[src/rtl/pe_credit_node_if.sv]
// Purpose: bundles the injection, send, credit and ejection signals of one PE.
// Latency: none, wiring only.
// Backpressure: src_ready from the PE to the source; credits ci/co towards the router.
interface pe_credit_node_if #(
    parameter int FLIT_W = 20
);
    logic [FLIT_W-1:0] src_data;
    logic              src_valid;
    logic              src_ready;
    logic [FLIT_W-1:0] dataout;
    logic              out_valid;
    logic              ci;
    logic [FLIT_W-1:0] datain;
    logic              in_valid;
    logic              co;
    logic [FLIT_W-1:0] snk_data;
    logic              snk_valid;
    logic              credit_err;

    // PE side
    modport master (
        input  src_data, src_valid, ci, datain, in_valid,
        output src_ready, dataout, out_valid, co, snk_data, snk_valid, credit_err
    );

    // Source / router / sink side
    modport slave (
        output src_data, src_valid, ci, datain, in_valid,
        input  src_ready, dataout, out_valid, co, snk_data, snk_valid, credit_err
    );
endinterface

[src/rtl/pe_credit_node.sv]
// Purpose: NoC PE, injection FIFO gated by downstream credits plus registered ejection with credit return.
// Latency: push to out_valid 2 edges (no bypass); in_valid to snk_valid/co 1 edge.
// Backpressure: src_ready = !full; sends stall at zero credits. Optional PE_STATS_EN adds tx/rx counters.
module pe_credit_node #(
    parameter int FLIT_W  = 20,
    parameter int CREDITS = 4,
    parameter int DEPTH   = 8
) (
    input  logic        clk_i,
    input  logic        rst_n_i,
    pe_credit_node_if.master bus
`ifdef PE_STATS_EN
    ,
    output logic [31:0] tx_count_o,
    output logic [31:0] rx_count_o
`endif
);
    localparam int AW = $clog2(DEPTH);
    localparam int CW = $clog2(CREDITS + 1);
    localparam logic [CW-1:0] CRED_MAX = CW'(CREDITS);
    localparam logic [CW-1:0] CRED_ONE = CW'(1);
    localparam logic [AW:0]   PTR_ONE  = (AW + 1)'(1);

    logic [FLIT_W-1:0] mem_q [DEPTH];
    logic [AW:0]       wr_ptr_q, wr_ptr_d, rd_ptr_q, rd_ptr_d;
    logic [CW-1:0]     credit_cnt_q, credit_cnt_d;
    logic [FLIT_W-1:0] dataout_q, dataout_d, snk_data_q, snk_data_d;
    logic              out_valid_q, out_valid_d;
    logic              co_q, co_d, snk_valid_q, snk_valid_d;
    logic              credit_err_q, credit_err_d;
    logic              empty, full, push, send;

    // Wrap bit distinguishes full from empty when the index bits match
    assign empty = (wr_ptr_q == rd_ptr_q);
    assign full  = (wr_ptr_q[AW] != rd_ptr_q[AW]) && (wr_ptr_q[AW-1:0] == rd_ptr_q[AW-1:0]);
    assign push  = bus.src_valid && !full;
    assign send  = !empty && (credit_cnt_q != '0);

    assign bus.src_ready  = !full;
    assign bus.dataout    = dataout_q;
    assign bus.out_valid  = out_valid_q;
    assign bus.co         = co_q;
    assign bus.snk_data   = snk_data_q;
    assign bus.snk_valid  = snk_valid_q;
    assign bus.credit_err = credit_err_q;

    // Next state: FIFO pointers, send path, credit accounting, ejection path
    always_comb begin
        wr_ptr_d     = push ? wr_ptr_q + PTR_ONE : wr_ptr_q;
        rd_ptr_d     = send ? rd_ptr_q + PTR_ONE : rd_ptr_q;
        out_valid_d  = send;
        dataout_d    = send ? mem_q[rd_ptr_q[AW-1:0]] : dataout_q;
        credit_cnt_d = credit_cnt_q;
        credit_err_d = credit_err_q;
        if (send && !bus.ci) begin
            credit_cnt_d = credit_cnt_q - CRED_ONE;
        end else if (bus.ci && !send) begin
            // A credit beyond the downstream depth means the router miscounted
            if (credit_cnt_q == CRED_MAX) begin
                credit_err_d = 1'b1;
            end else begin
                credit_cnt_d = credit_cnt_q + CRED_ONE;
            end
        end
        snk_valid_d = bus.in_valid;
        co_d        = bus.in_valid;
        snk_data_d  = bus.in_valid ? bus.datain : snk_data_q;
    end

    // FIFO storage needs no reset; the pointers define its contents
    always_ff @(posedge clk_i) begin
        if (push) begin
            mem_q[wr_ptr_q[AW-1:0]] <= bus.src_data;
        end
    end

    // State registers with synchronous active-low reset
    always_ff @(posedge clk_i) begin
        if (!rst_n_i) begin
            wr_ptr_q     <= '0;
            rd_ptr_q     <= '0;
            credit_cnt_q <= CRED_MAX;
            out_valid_q  <= 1'b0;
            dataout_q    <= '0;
            co_q         <= 1'b0;
            snk_valid_q  <= 1'b0;
            snk_data_q   <= '0;
            credit_err_q <= 1'b0;
        end else begin
            wr_ptr_q     <= wr_ptr_d;
            rd_ptr_q     <= rd_ptr_d;
            credit_cnt_q <= credit_cnt_d;
            out_valid_q  <= out_valid_d;
            dataout_q    <= dataout_d;
            co_q         <= co_d;
            snk_valid_q  <= snk_valid_d;
            snk_data_q   <= snk_data_d;
            credit_err_q <= credit_err_d;
        end
    end

`ifdef PE_STATS_EN
    logic [31:0] tx_count_q, tx_count_d, rx_count_q, rx_count_d;

    // Traffic counters, wrap naturally at 32 bits
    always_comb begin
        tx_count_d = tx_count_q + (out_valid_q  ? 32'd1 : 32'd0);
        rx_count_d = rx_count_q + (bus.in_valid ? 32'd1 : 32'd0);
    end

    // Counter registers
    always_ff @(posedge clk_i) begin
        if (!rst_n_i) begin
            tx_count_q <= '0;
            rx_count_q <= '0;
        end else begin
            tx_count_q <= tx_count_d;
            rx_count_q <= rx_count_d;
        end
    end

    assign tx_count_o = tx_count_q;
    assign rx_count_o = rx_count_q;
`endif
endmodule

[src/flat_wrapper.sv]
// flat-port wrapper written by rule: the top's interface ports become plain ports
module pe_credit_node_flat 
#(
    parameter int FLIT_W  = 20,
    parameter int CREDITS = 4,
    parameter int DEPTH   = 8
)
  (clk_i, rst_n_i, bus_src_data, bus_src_valid, bus_ci, bus_datain, bus_in_valid, bus_src_ready, bus_dataout, bus_out_valid, bus_co, bus_snk_data, bus_snk_valid, bus_credit_err);
  pe_credit_node_if #(.FLIT_W(FLIT_W)) bus_i ();
  input  logic clk_i;
  input  logic rst_n_i;
  input wire logic [$bits(bus_i.src_data)-1:0] bus_src_data;
  input wire logic [$bits(bus_i.src_valid)-1:0] bus_src_valid;
  input wire logic [$bits(bus_i.ci)-1:0] bus_ci;
  input wire logic [$bits(bus_i.datain)-1:0] bus_datain;
  input wire logic [$bits(bus_i.in_valid)-1:0] bus_in_valid;
  output wire logic [$bits(bus_i.src_ready)-1:0] bus_src_ready;
  output wire logic [$bits(bus_i.dataout)-1:0] bus_dataout;
  output wire logic [$bits(bus_i.out_valid)-1:0] bus_out_valid;
  output wire logic [$bits(bus_i.co)-1:0] bus_co;
  output wire logic [$bits(bus_i.snk_data)-1:0] bus_snk_data;
  output wire logic [$bits(bus_i.snk_valid)-1:0] bus_snk_valid;
  output wire logic [$bits(bus_i.credit_err)-1:0] bus_credit_err;
  assign bus_i.src_data = bus_src_data;
  assign bus_i.src_valid = bus_src_valid;
  assign bus_i.ci = bus_ci;
  assign bus_i.datain = bus_datain;
  assign bus_i.in_valid = bus_in_valid;
  assign bus_src_ready = bus_i.src_ready;
  assign bus_dataout = bus_i.dataout;
  assign bus_out_valid = bus_i.out_valid;
  assign bus_co = bus_i.co;
  assign bus_snk_data = bus_i.snk_data;
  assign bus_snk_valid = bus_i.snk_valid;
  assign bus_credit_err = bus_i.credit_err;
  pe_credit_node #(.FLIT_W(FLIT_W), .CREDITS(CREDITS), .DEPTH(DEPTH)) u_core (.clk_i(clk_i), .rst_n_i(rst_n_i), .bus(bus_i));
endmodule
[config.mk]
export PLATFORM = sky130hd
export DESIGN_NAME = pe_credit_node_flat
export DESIGN_NICKNAME = d
export VERILOG_FILES = /design/src/rtl/pe_credit_node_if.sv /design/src/rtl/pe_credit_node.sv /design/src/flat_wrapper.sv
export SDC_FILE = /design/constraint.sdc
export NUM_CORES = 1
export LEC_CHECK = 0
export ABC_CLOCK_PERIOD_IN_PS = 4200
export CELL_PAD_IN_SITES_DETAIL_PLACEMENT = 1
export CELL_PAD_IN_SITES_GLOBAL_PLACEMENT = 1
export CORE_MARGIN = 1.5
export CORE_UTILIZATION = 51
export DETAILED_ROUTE_END_ITERATION = 8
export PLACE_DENSITY_LB_ADDON = 0.1
export SLEW_MARGIN = 40
export SYNTH_ARGS = -nofsm -noshare
export SYNTH_HDL_FRONTEND = slang
export SYNTH_SLANG_ARGS = --single-unit
[constraint.sdc]
create_clock -name clk_i -period 4.2 [get_ports clk_i]
set_input_delay 0.63 -clock clk_i [delete_from_list [all_inputs] [get_ports clk_i]]
set_output_delay 0.63 -clock clk_i [all_outputs]
set_load 0.005 [all_outputs]
==> After elaboration in Yosys (flattened, before gate mapping) <==
Memory sizes are Yosys's and may differ from the RTL's. A register that Yosys moved wholly into a read port is not among the register bits.
Index checks and enable logic that the tools add are counted.
{ "totals": {"ff_bits": 34, "mem_bits_rw": 160, "output_inout_bits": 45, "n_memories": 1} }
{ "mem_list": {"columns": ["memory", "depth", "width", "read_ports", "rd_clocked_by_memory_dff", "write_ports", "line_no", "rtl"], "rows": [
  ["u_core.mem_q", 8, 20, 1, 1, 1, "pe_credit_node.sv:24", "logic [FLIT_W-1:0] mem_q [DEPTH];"]
]} }
{ "classes": {"add_sub_neg": 4, "n_eq_ne": 5, "muxes": 5, "bitwise": 1, "reduce_logical": 14} }
{ "op_table": {"columns": ["operator", "count"], "rows": [
  ["$mux 3", 3],
  ["$add 4x1->4 const B", 2],
  ["$logic_and 1x1->1", 5],
  ["$logic_not 1->1", 5],
  ["$eq 4x4->1", 1],
  ["$add 3x1->3 const B", 1],
  ["$eq 3x3->1", 1],
  ["$eq 3x3->1 const B", 1],
  ["$reduce_and 3->1", 1],
  ["$reduce_bool 3->1", 1],
  ["$sub 3x1->3 const B", 1],
  ["$mux 1", 2],
  ["$ne 2x1->1 const B", 1],
  ["$reduce_and 2->1", 1],
  ["$reduce_bool 2->1", 1],
  ["$ne 1x1->1", 1],
  ["$not 1->1", 1]
]} }

==> Depth between registers and ports, before layout <==
Gate-level depths: netlist (run 1).
{ "depth": {"word_depth": 7, "ltp_mapped": 11} }

==> Least setup slack after synthesis (run 1) <==
No wires, ideal clock.
{ "synth_timing": {"path_type": "register -> register", "start": "register u_core.rd_ptr_q[1]", "end": "memory u_core.mem_q[0][0], enable pin", "setup_ps": 422, "t_arrival_ps": 2328, "required_time_ps": 3778, "setup_slack_ps": 1449, "path_stages_with_launch": 6, "path_buffers": 1, "cell_sequence": "dfxtp_1 buf_2 xnor2_1 nand4_1 nand3_1 nor3_1"} }
{ "synth_between": {"elab_chain_cells": 6} }
{ "synth_rtl": {"columns": ["element", "line_no", "rtl"], "rows": [
  ["start, declared", "pe_credit_node.sv:25", "logic [AW:0] wr_ptr_q, wr_ptr_d, rd_ptr_q, rd_ptr_d;"],
  ["start signal, assigned", "pe_credit_node.sv:91", "rd_ptr_q <= rd_ptr_d;"],
  ["$eq 3x3->1", "pe_credit_node.sv:35", "assign full = (wr_ptr_q[AW] != rd_ptr_q[AW]) && (wr_ptr_q[AW-1:0] == rd_ptr_q[AW-1:0]);"],
  ["$logic_and 1x1->1", "pe_credit_node.sv:35", null],
  ["$logic_not 1->1", null, null],
  ["via bus_src_ready", "flat_wrapper.sv:17", "output wire logic [$bits(bus_i.src_ready)-1:0] bus_src_ready;"],
  ["$logic_and 1x1->1", "pe_credit_node.sv:36", "assign push = bus.src_valid && !full;"],
  ["$mux 1", "pe_credit_node.sv:72", "if (push) begin"],
  ["$mux 1 (implied by the code)", "pe_credit_node.sv:73", "mem_q[wr_ptr_q[AW-1:0]] <= bus.src_data;"],
  ["end, declared", "pe_credit_node.sv:24", null]
]} }
The timed path passes the listed nets, and every way through them passes these cells.

==> Worst setup path in the final report (run 1) <==
{ "layout_timing": {"start": "register u_core.rd_ptr_q[0]", "end": "output bus_src_ready"} }
{ "layout_between": {"elab_chain_cells": 3} }
{ "layout_rtl": {"columns": ["element", "line_no", "rtl"], "rows": [
  ["$eq 3x3->1", "pe_credit_node.sv:35", null],
  ["$logic_and 1x1->1", "pe_credit_node.sv:35", null],
  ["$logic_not 1->1", "pe_credit_node.sv:39", "assign bus.src_ready = !full;"],
  ["end, declared", "flat_wrapper.sv:17", null]
]} }
No other way between the ends.

==> Flow_metrics.wiki, run 1 <==
{| class="wikitable"
! Metric !! Value
|-
| Vertical extent of the die || 129 µm
|-
| Maximum number of pins on one net before global-route repair || 59
|-
| Post-CTS setup buffer count || 0
|-
| Classification of the worst setup path || reg -> out
|-
| CTS Buffer Depth || 3
|-
| Area post-placement || 9270 µm²
|-
| Reg2reg end || u_core.credit_cnt_q[2]
|-
| Sort of element at the end of the critical path || output pin
|-
| Depth of the worst register-to-register path || 9
|-
| Warning count from the yosys run || 0
|-
| Most area-hungry cell type in the Yosys netlist || edfxtp_1
|-
| Root Driver || clkbuf_16
|-
| Net count after synthesis || 506
|-
| Avg Vias per Cell || 5.53
|-
| Result of the run || complete, no violations
|-
| Worst slack after detailed placement || 1.64 ns
|-
| Latest clock arrival within the worst-skew pair || 0.49 ns
|-
| Dominant register cell in the synthesized netlist || edfxtp_1
|-
| Ant. Diodes || 0
|-
| Final design instance area without fill || 9930 µm²
|-
| Overall die area || 16700 µm²
|-
| Non-Filler Instances || 778
|-
| Register-to-register path setup slack || 1.64 ns
|-
| Share of the yosys chip area belonging to registers || 72.3%
|-
| Area contributors post-synth || edfxtp_1 (59%), dfxtp_1 (13%), mux4_2 (11%)
|-
| Number of I/O pins || 90
|-
| Unrepaired setup endpoints after global routing || false
|-
| Number of distinct library cell variants in the gate-level netlist after synthesis || 34
|-
| Fraction of post-synthesis cell area in the top cell type by area || 59.0%
|-
| Startpoint of the tightest hold check path || u_core.bus.snk_data[13]
|-
| Hold bufs inserted after CTS || 0
|-
| Final Cycle Share || 67.5%
|-
| Per-cell routed wire length || 21.1 µm
|-
| Ys async rst share || 0%
|-
| Clock transition at the register clock pins on the worst setup and hold paths after CTS || 0.06 ns
|-
| Number of instances in the synthesized netlist || 456
|-
| Total number of H-tree levels || 1
|-
| Required time at the worst-slack endpoint || 3.57 ns
|-
| Skew final || 0.00845 ns
|-
| Post-Place Cells || 739
|-
| Count of port buffers added during placement || 89
|-
| Final Max Slew Viols || 0
|-
| Mapped cell area || 8140 µm²
|-
| Via total after detailed routing || 4299
|-
| Average size of a mapped cell || 17.8 µm²
|-
| Number of failing hold endpoints at the final stage || 0
|-
| Final setup violation count || 0
|-
| CP startpoint kind || register
|-
| Clock tree from TritonCTS || done
|-
| Relative slew slack || 53.3%
|-
| Startpoint of the lowest-slack register-to-register path || u_core.rd_ptr_q[0]
|-
| Minimum hold slack || 0.514 ns
|-
| RD Place Congestion || 0.669
|-
| Fin Setup TNS || 0 ns
|-
| Leak || 3.30 nW
|-
| Leftover overflow at the end of global routing || 0
|-
| Number of sinks handled by clock tree synthesis || 214
|-
| Highest ir drop seen on vdd || 0.474 mV
|-
| Share of the core filled with cells || 64.6%
|-
| Maximum fanout along the worst path || 24
|-
| Total clock buffers created by CTS || 22
|-
| Via count of the first global-routing pass || 4738
|-
| Capture endpoint of the worst hold path || u_core.bus.snk_data[13]
|-
| Total of cells resized after clock tree synthesis || 0
|-
| Estimated wirelength of the detail-placed design || 9560 µm
|-
| WP data arrival || 2.20 ns
|-
| Achievable Freq || 0.353 GHz
|-
| Slew at the pin closest to its max-slew limit || 0.690 ns
|-
| Global-route wire length before repair || 26000 µm
|-
| Fin nets || 602
|-
| Global router's overall resource usage || 20.8%
|-
| Synthesis-to-layout area growth || 22.0%
|-
| Count of flip-flops with a built-in enable after synthesis || 160
|-
| Share of post-route cells with drive strength above 1 || 16.8%
|-
| Hold Path Stages || 2
|-
| Antenna-violating nets left || 0
|-
| Core footprint || 15400 µm²
|-
| Initial DRC Count || 214
|-
| Total wirelength of the detailed-routed design || 16400 µm
|-
| Fill cell total of the finished layout || 1332
|-
| Number of antenna violations at the first check in global routing || 0
|-
| Initial Utilization || 52.9%
|-
| Final min period || 2.83 ns
|-
| First-pass detailed-route iteration total || 4
|-
| Total power density per cell area || 555 nW/µm²
|-
| Count of max-cap constraint violations || 0
|-
| #FFs+latches synth || 214
|-
| Number of standard-cell rows in the floorplan || 45
|-
| Hold crit path type || reg -> reg
|-
| Sum of internal, switching and leakage power || 5.51 mW
|-
| Final critical-path setup slack || 1.37 ns
|-
| Die X || 129 µm
|-
| Remaining routing DRC violations || 0
|}
-- worst max path at each step --
stage | from | end | slack, ns | cells past startpoint
5_1_grt | u_core.rd_ptr_q[0] | bus_src_ready | 1.19 | 4
3_3_place_gp | u_core.rd_ptr_q[0] | u_core.credit_cnt_q[2] | 1.74 | 9
6_report | u_core.rd_ptr_q[0] | bus_src_ready | 1.37 | 4
2_1_floorplan | u_core.rd_ptr_q[1] | u_core.mem_q[0][0] | 1.45 | 5
4_1_cts | u_core.rd_ptr_q[0] | bus_src_ready | 1.31 | 4
3_5_place_dp | u_core.rd_ptr_q[0] | u_core.credit_cnt_q[2] | 1.64 | 9
-- state kept, by name (all words and copies together) (netlist names) --
name                   flops
u_core.bus.co              1
u_core.wr_ptr_q            4
u_core.credit_cnt_q        3
u_core.bus.snk_data       20
u_core.bus.dataout        20
u_core.rd_ptr_q            4
u_core.bus.out_valid       1
u_core.mem_q             160
u_core.bus.credit_err      1
-- Yosys cell counts, types with 4 or more instances --
library cell and n:
nor2_1 5, clkbuf_1 12, mux2i_1 42, ha_1 4, nand2_1 6, o21ai_0 23, nor2b_1 23, xnor2_1 4
edfxtp_1 160, inv_1 9, mux4_2 40, buf_4 8, nand3_1 4, dfxtp_1 54, a21oi_1 24, buf_2 6
nand2b_1 4, nor3_1 5
-- layout make-up --
type | count | area (µm²) | area share (%)
multi-input cells | 204 | 2110 | 21.3
flip-flops and latches | 214 | 5890 | 59.3
well taps | 211 | 264 | 2.66
repair buffers | 101 | 977 | 9.84
clock buffers | 29 | 608 | 6.12
clock inverters | 10 | 47.5 | 0.479
inverters | 9 | 33.8 | 0.340
-- critical path, stage by stage (launching register included) --
cell and delay, ns:
dfxtp_1 0.31, buf_4 0.41, xnor2_1 0.27, nand4_1 0.20, clkdlybuf4s50_1 0.51
-- cells in the final DEF, fill, tap and decap left out, types with 2 or more instances in the layout --
cell,Yosys,final
clkdlybuf4s50_1,0,87
nand4_1,2,2
edfxtp_1,160,160
clkbuf_1,12,5
nor3_2,1,2
nand2b_1,4,4
and2_1,3,3
nor3_1,5,3
buf_4,8,12
o21ai_0,23,23
clkbuf_16,0,23
clkinv_2,0,4
xor2_1,3,3
inv_1,9,9
nor2b_1,23,23
xnor2_1,4,4
dfxtp_1,54,52
mux4_2,40,40
dfxtp_2,0,2
a21oi_1,24,24
nor2_2,0,5
ha_1,4,4
clkinv_1,0,4
mux2i_1,42,42
nand3_1,4,4
nand2_1,6,6
-- power breakdown --
part / internal (mW) / switching, mW / total (mW)
sequential: 2.42 / 0.0702 / 2.49
combinational: 0.630 / 0.632 / 1.26
clock: 1.01 / 0.742 / 1.76
-- cells by family (layout without fill, tap and decap cells) --
family | count (synthesis) | in the layout | synth area share, %
simple gates | 56 | 56 | 3.91
buf+inv | 38 | 149 | 2.21
xor+xnor | 7 | 7 | 0.754
mux | 82 | 82 | 16.2
fa+ha+maj | 5 | 5 | 0.861
flops | 214 | 214 | 72.3
compound gates | 54 | 54 | 3.69
-- routing by layer --
metal  up-vias  global-route usage [%]  wire length (µm)
met1      2188                    27.0              7130
met2       124                    36.4              8180
met4         0                    6.08               292
li1       1961                       -                 -
met3        26                    3.67               822
met5         -                       0                 0
(Power assumes the default switching activity.)
==> inputs of run 2 (changes only) <==
--- a/config.mk
+++ b/config.mk
@@ -5,11 +5,11 @@
 export SDC_FILE = /design/constraint.sdc
 export NUM_CORES = 1
 export LEC_CHECK = 0
-export ABC_CLOCK_PERIOD_IN_PS = 4200
+export ABC_CLOCK_PERIOD_IN_PS = 2500
 export CELL_PAD_IN_SITES_DETAIL_PLACEMENT = 1
 export CELL_PAD_IN_SITES_GLOBAL_PLACEMENT = 1
 export CORE_MARGIN = 1.5
-export CORE_UTILIZATION = 51
+export CORE_UTILIZATION = 43
 export DETAILED_ROUTE_END_ITERATION = 8
 export PLACE_DENSITY_LB_ADDON = 0.1
 export SLEW_MARGIN = 40
==> constraint.sdc (replaced) <==
create_clock -name clk_i -period 2.5 [get_ports clk_i]
set_input_delay 0.375 -clock clk_i [delete_from_list [all_inputs] [get_ports clk_i]]
set_output_delay 0.375 -clock clk_i [all_outputs]
set_load 0.005 [all_outputs]
==> run 2 against run 1 <==
Net effect: utilization fell by 9.7 points; non-clock buffer count rose by 3; via count rose by 0.30%; global-route usage fell by 3.0 points; clock skew rose by 0.0030 ns; first-iteration DRC count rose by 2.3%; critical endpoint unchanged; worst setup slack got worse by 1.2 ns; total power rose by 80%.
==> Flow_metrics.wiki, run 2 (synthesis results as in run 1) <==
{| class="wikitable"
! Metric !! Value
|-
| Clock network fraction of total power || 35.9% (was 31.9%)
|-
| Number of sinks handled by clock tree synthesis || 214 (unchanged)
|-
| Skew final || 0.0115 ns (was 0.00845 ns)
|-
| Count of port buffers added during placement || 89 (unchanged)
|-
| Final Max Slew Viols || 0 (unchanged)
|-
| Combinational share of power || 21.9% (was 22.9%)
|-
| Per-cell routed wire length || 21.0 µm (was 21.1 µm)
|-
| Total power density per cell area || 970 nW/µm² (was 555 nW/µm²)
|-
| Share of post-route cells with drive strength above 1 || 18.3% (was 16.8%)
|-
| Leftover overflow at the end of global routing || 0 (unchanged)
|-
| DR top layer || met4 (unchanged)
|-
| Final min period || 2.35 ns
|-
| First-pass detailed-route iteration total || 6 (was 4)
|-
| Die X || 141 µm (was 129 µm)
|-
| Internal Power || 7.40 mW (was 4.07 mW)
|-
| Commonest non-fill, non-tap cells in the layout || edfxtp_1 (160), clkdlybuf4s50_1 (88), dfxtp_1 (51) (was edfxtp_1 (160), clkdlybuf4s50_1 (87), dfxtp_1 (52))
|-
| Vertical extent of the die || 141 µm (was 129 µm)
|-
| Remaining routing DRC violations || 0 (unchanged)
|-
| Hold crit path type || in -> reg (was reg -> reg)
|-
| Avg Vias per Cell || 5.34 (was 5.53)
|-
| Sequential cell fraction of total power || 42.2% (was 45.3%)
|-
| Antenna-violating nets left || 0 (unchanged)
|-
| Routed metal-1 wirelength || 7410 µm (was 7130 µm)
|-
| WP data arrival || 1.97 ns (was 2.20 ns)
|-
| Fin Setup TNS || 0 ns (unchanged)
|-
| Number of failing hold endpoints at the final stage || 0 (unchanged)
|-
| Number of standard-cell rows in the floorplan || 50 (was 45)
|-
| Total wirelength of the detailed-routed design || 16900 µm (was 16400 µm)
|-
| Share of the core filled with cells || 54.9% (was 64.6%)
|-
| Synthesis-to-layout area growth || 25.8% (was 22.0%)
|-
| Achievable Freq || 0.426 GHz
|-
| Relative slew slack || 45.5% (was 53.3%)
|-
| Met3 routed wirelength || 761 µm (was 822 µm)
|-
| Number of I/O pins || 90 (unchanged)
|-
| Initial Utilization || 43.6% (was 52.9%)
|-
| Overall die area || 19800 µm² (was 16700 µm²)
|-
| P_sw || 2.53 mW (was 1.44 mW)
|-
| Highest ir drop seen on vdd || 0.538 mV (was 0.474 mV)
|-
| Non-Filler Instances || 807 (was 778)
|-
| Global router's overall resource usage || 17.8% (was 20.8%)
|-
| Slew at the pin closest to its max-slew limit || 0.806 ns (was 0.690 ns)
|-
| Clock tree from TritonCTS || done (unchanged)
|-
| Core footprint || 18600 µm² (was 15400 µm²)
|-
| RD Place Congestion || 0.703 (was 0.669)
|-
| Fin nets || 606 (was 602)
|-
| Unrepaired setup endpoints after global routing || false (unchanged)
|-
| Sort of element at the end of the critical path || output pin (unchanged)
|-
| Clock transition at the register clock pins on the worst setup and hold paths after CTS || 0.06 ns (about the same)
|-
| Maximum number of pins on one net before global-route repair || 49 (was 59)
|-
| Net switching share of the total power || 25.5% (was 26.2%)
|-
| Leak || 3.42 nW (was 3.30 nW)
|-
| Classification of the worst setup path || reg -> out (unchanged)
|-
| Total number of H-tree levels || 1 (unchanged)
|-
| CP startpoint kind || register (unchanged)
|-
| Ant. Diodes || 0 (unchanged)
|-
| Via count of the first global-routing pass || 4672 (was 4738)
|-
| Count of max-cap constraint violations || 0 (unchanged)
|-
| Global-route wire length before repair || 26800 µm (was 26000 µm)
|-
| Via total after detailed routing || 4312 (was 4299)
|-
| Total clock buffers created by CTS || 23 (was 22)
|-
| Max FFs per register || 160 (unchanged)
|-
| Number of antenna violations at the first check in global routing || 0 (unchanged)
|-
| Leading cell type in the layout, fill and taps excluded || edfxtp_1 (unchanged)
|-
| Routed wire length on met2 || 8460 µm (was 8180 µm)
|-
| Estimated wirelength of the detail-placed design || 9690 µm (was 9560 µm)
|-
| Final Cycle Share || 93.8%
|-
| Result of the run || complete, no violations (unchanged)
|-
| Maximum fanout along the worst path || 8 (was 24)
|-
| Latest clock arrival within the worst-skew pair || 0.50 ns (was 0.49 ns)
|-
| Initial DRC Count || 219 (was 214)
|-
| Required time at the worst-slack endpoint || 2.12 ns (was 3.57 ns)
|-
| Final setup violation count || 0 (unchanged)
|-
| Post-Place Cells || 765 (was 739)
|-
| CTS Buffer Depth || 3 (unchanged)
|-
| Root Driver || clkbuf_16 (unchanged)
|}
## run 2: changes by cell type in the layout (fill, tap and decap cells not counted), moves of 2 or more
cell	previous run	this run
bufinv_16	0	5
buf_4	12	7
clkinv_1	4	2
buf_12	0	8
## run 2: layout make-up
| type | count | area, µm² |
|---|---|---|
| repair buffers | 104 | 1100 |
| flip-flops and latches | 214 | 5890 |
| well taps | 234 | 293 |
| clock buffers | 28 | 604 |
| inverters | 9 | 33.8 |
| multi-input cells | 204 | 2120 |
| fillers | 1713 | 8410 |
| clock inverters | 14 | 199 |
## run 2: power by group through the flow
stage	registers (mW)	logic [mW]	clock network, mW
global placement	4.25	2.15	0
detailed placement	4.26	2.20	0
CTS	4.19	2.22	3.67
finish	4.19	2.17	3.57
global route	4.22	2.37	3.79
floorplan	4.25	1.41	0
## run 2: per-layer routing
layer | GRT usage (%) | up-vias
li1 | - | 1974
met1 | 23.4 | 2203
met2 | 30.8 | 111
met3 | 2.91 | 24
met4 | 4.99 | 0
met5 | 0 | -
## run 2: worst paths after layout
kind	from	end	cells past startpoint	slack [ns]
min	rst_n_i	u_core.bus.dataout[10]	3	0.41
max reg2reg	u_core.wr_ptr_q[1]	u_core.credit_cnt_q[2]	8	0.18
max	u_core.wr_ptr_q[2]	bus_src_ready	3	0.15
min reg2reg	u_core.bus.credit_err	u_core.bus.credit_err	2	0.50
## run 2: timing repair
action | in CTS | in global routing
endpoints found under the setup margin | 0 | 3
setup buffers | 0 | 0
hold buffers | 0 | 0
gates resized for setup | 0 | 2
## run 2: worst max-delay path, cell delays in order, from the launching register on
cell and delay, ns:
dfxtp_2 0.36, xnor2_1 0.40, nand4_1 0.21, clkdlybuf4s50_1 0.51
## run 2: stage by stage
stage          hold WS (ns)  cell area [µm²]  total power [mW]  worst slack [ns]
2_1_floorplan         0.474             8150              5.66            0.0961
3_3_place_gp          0.472             9420              6.40             0.348
3_5_place_dp          0.491             9420              6.46            0.0854
4_1_cts               0.396            10200              10.1            0.0759
5_1_grt               0.429            10200              10.4            0.0212
6_report              0.406            10200              9.93             0.154
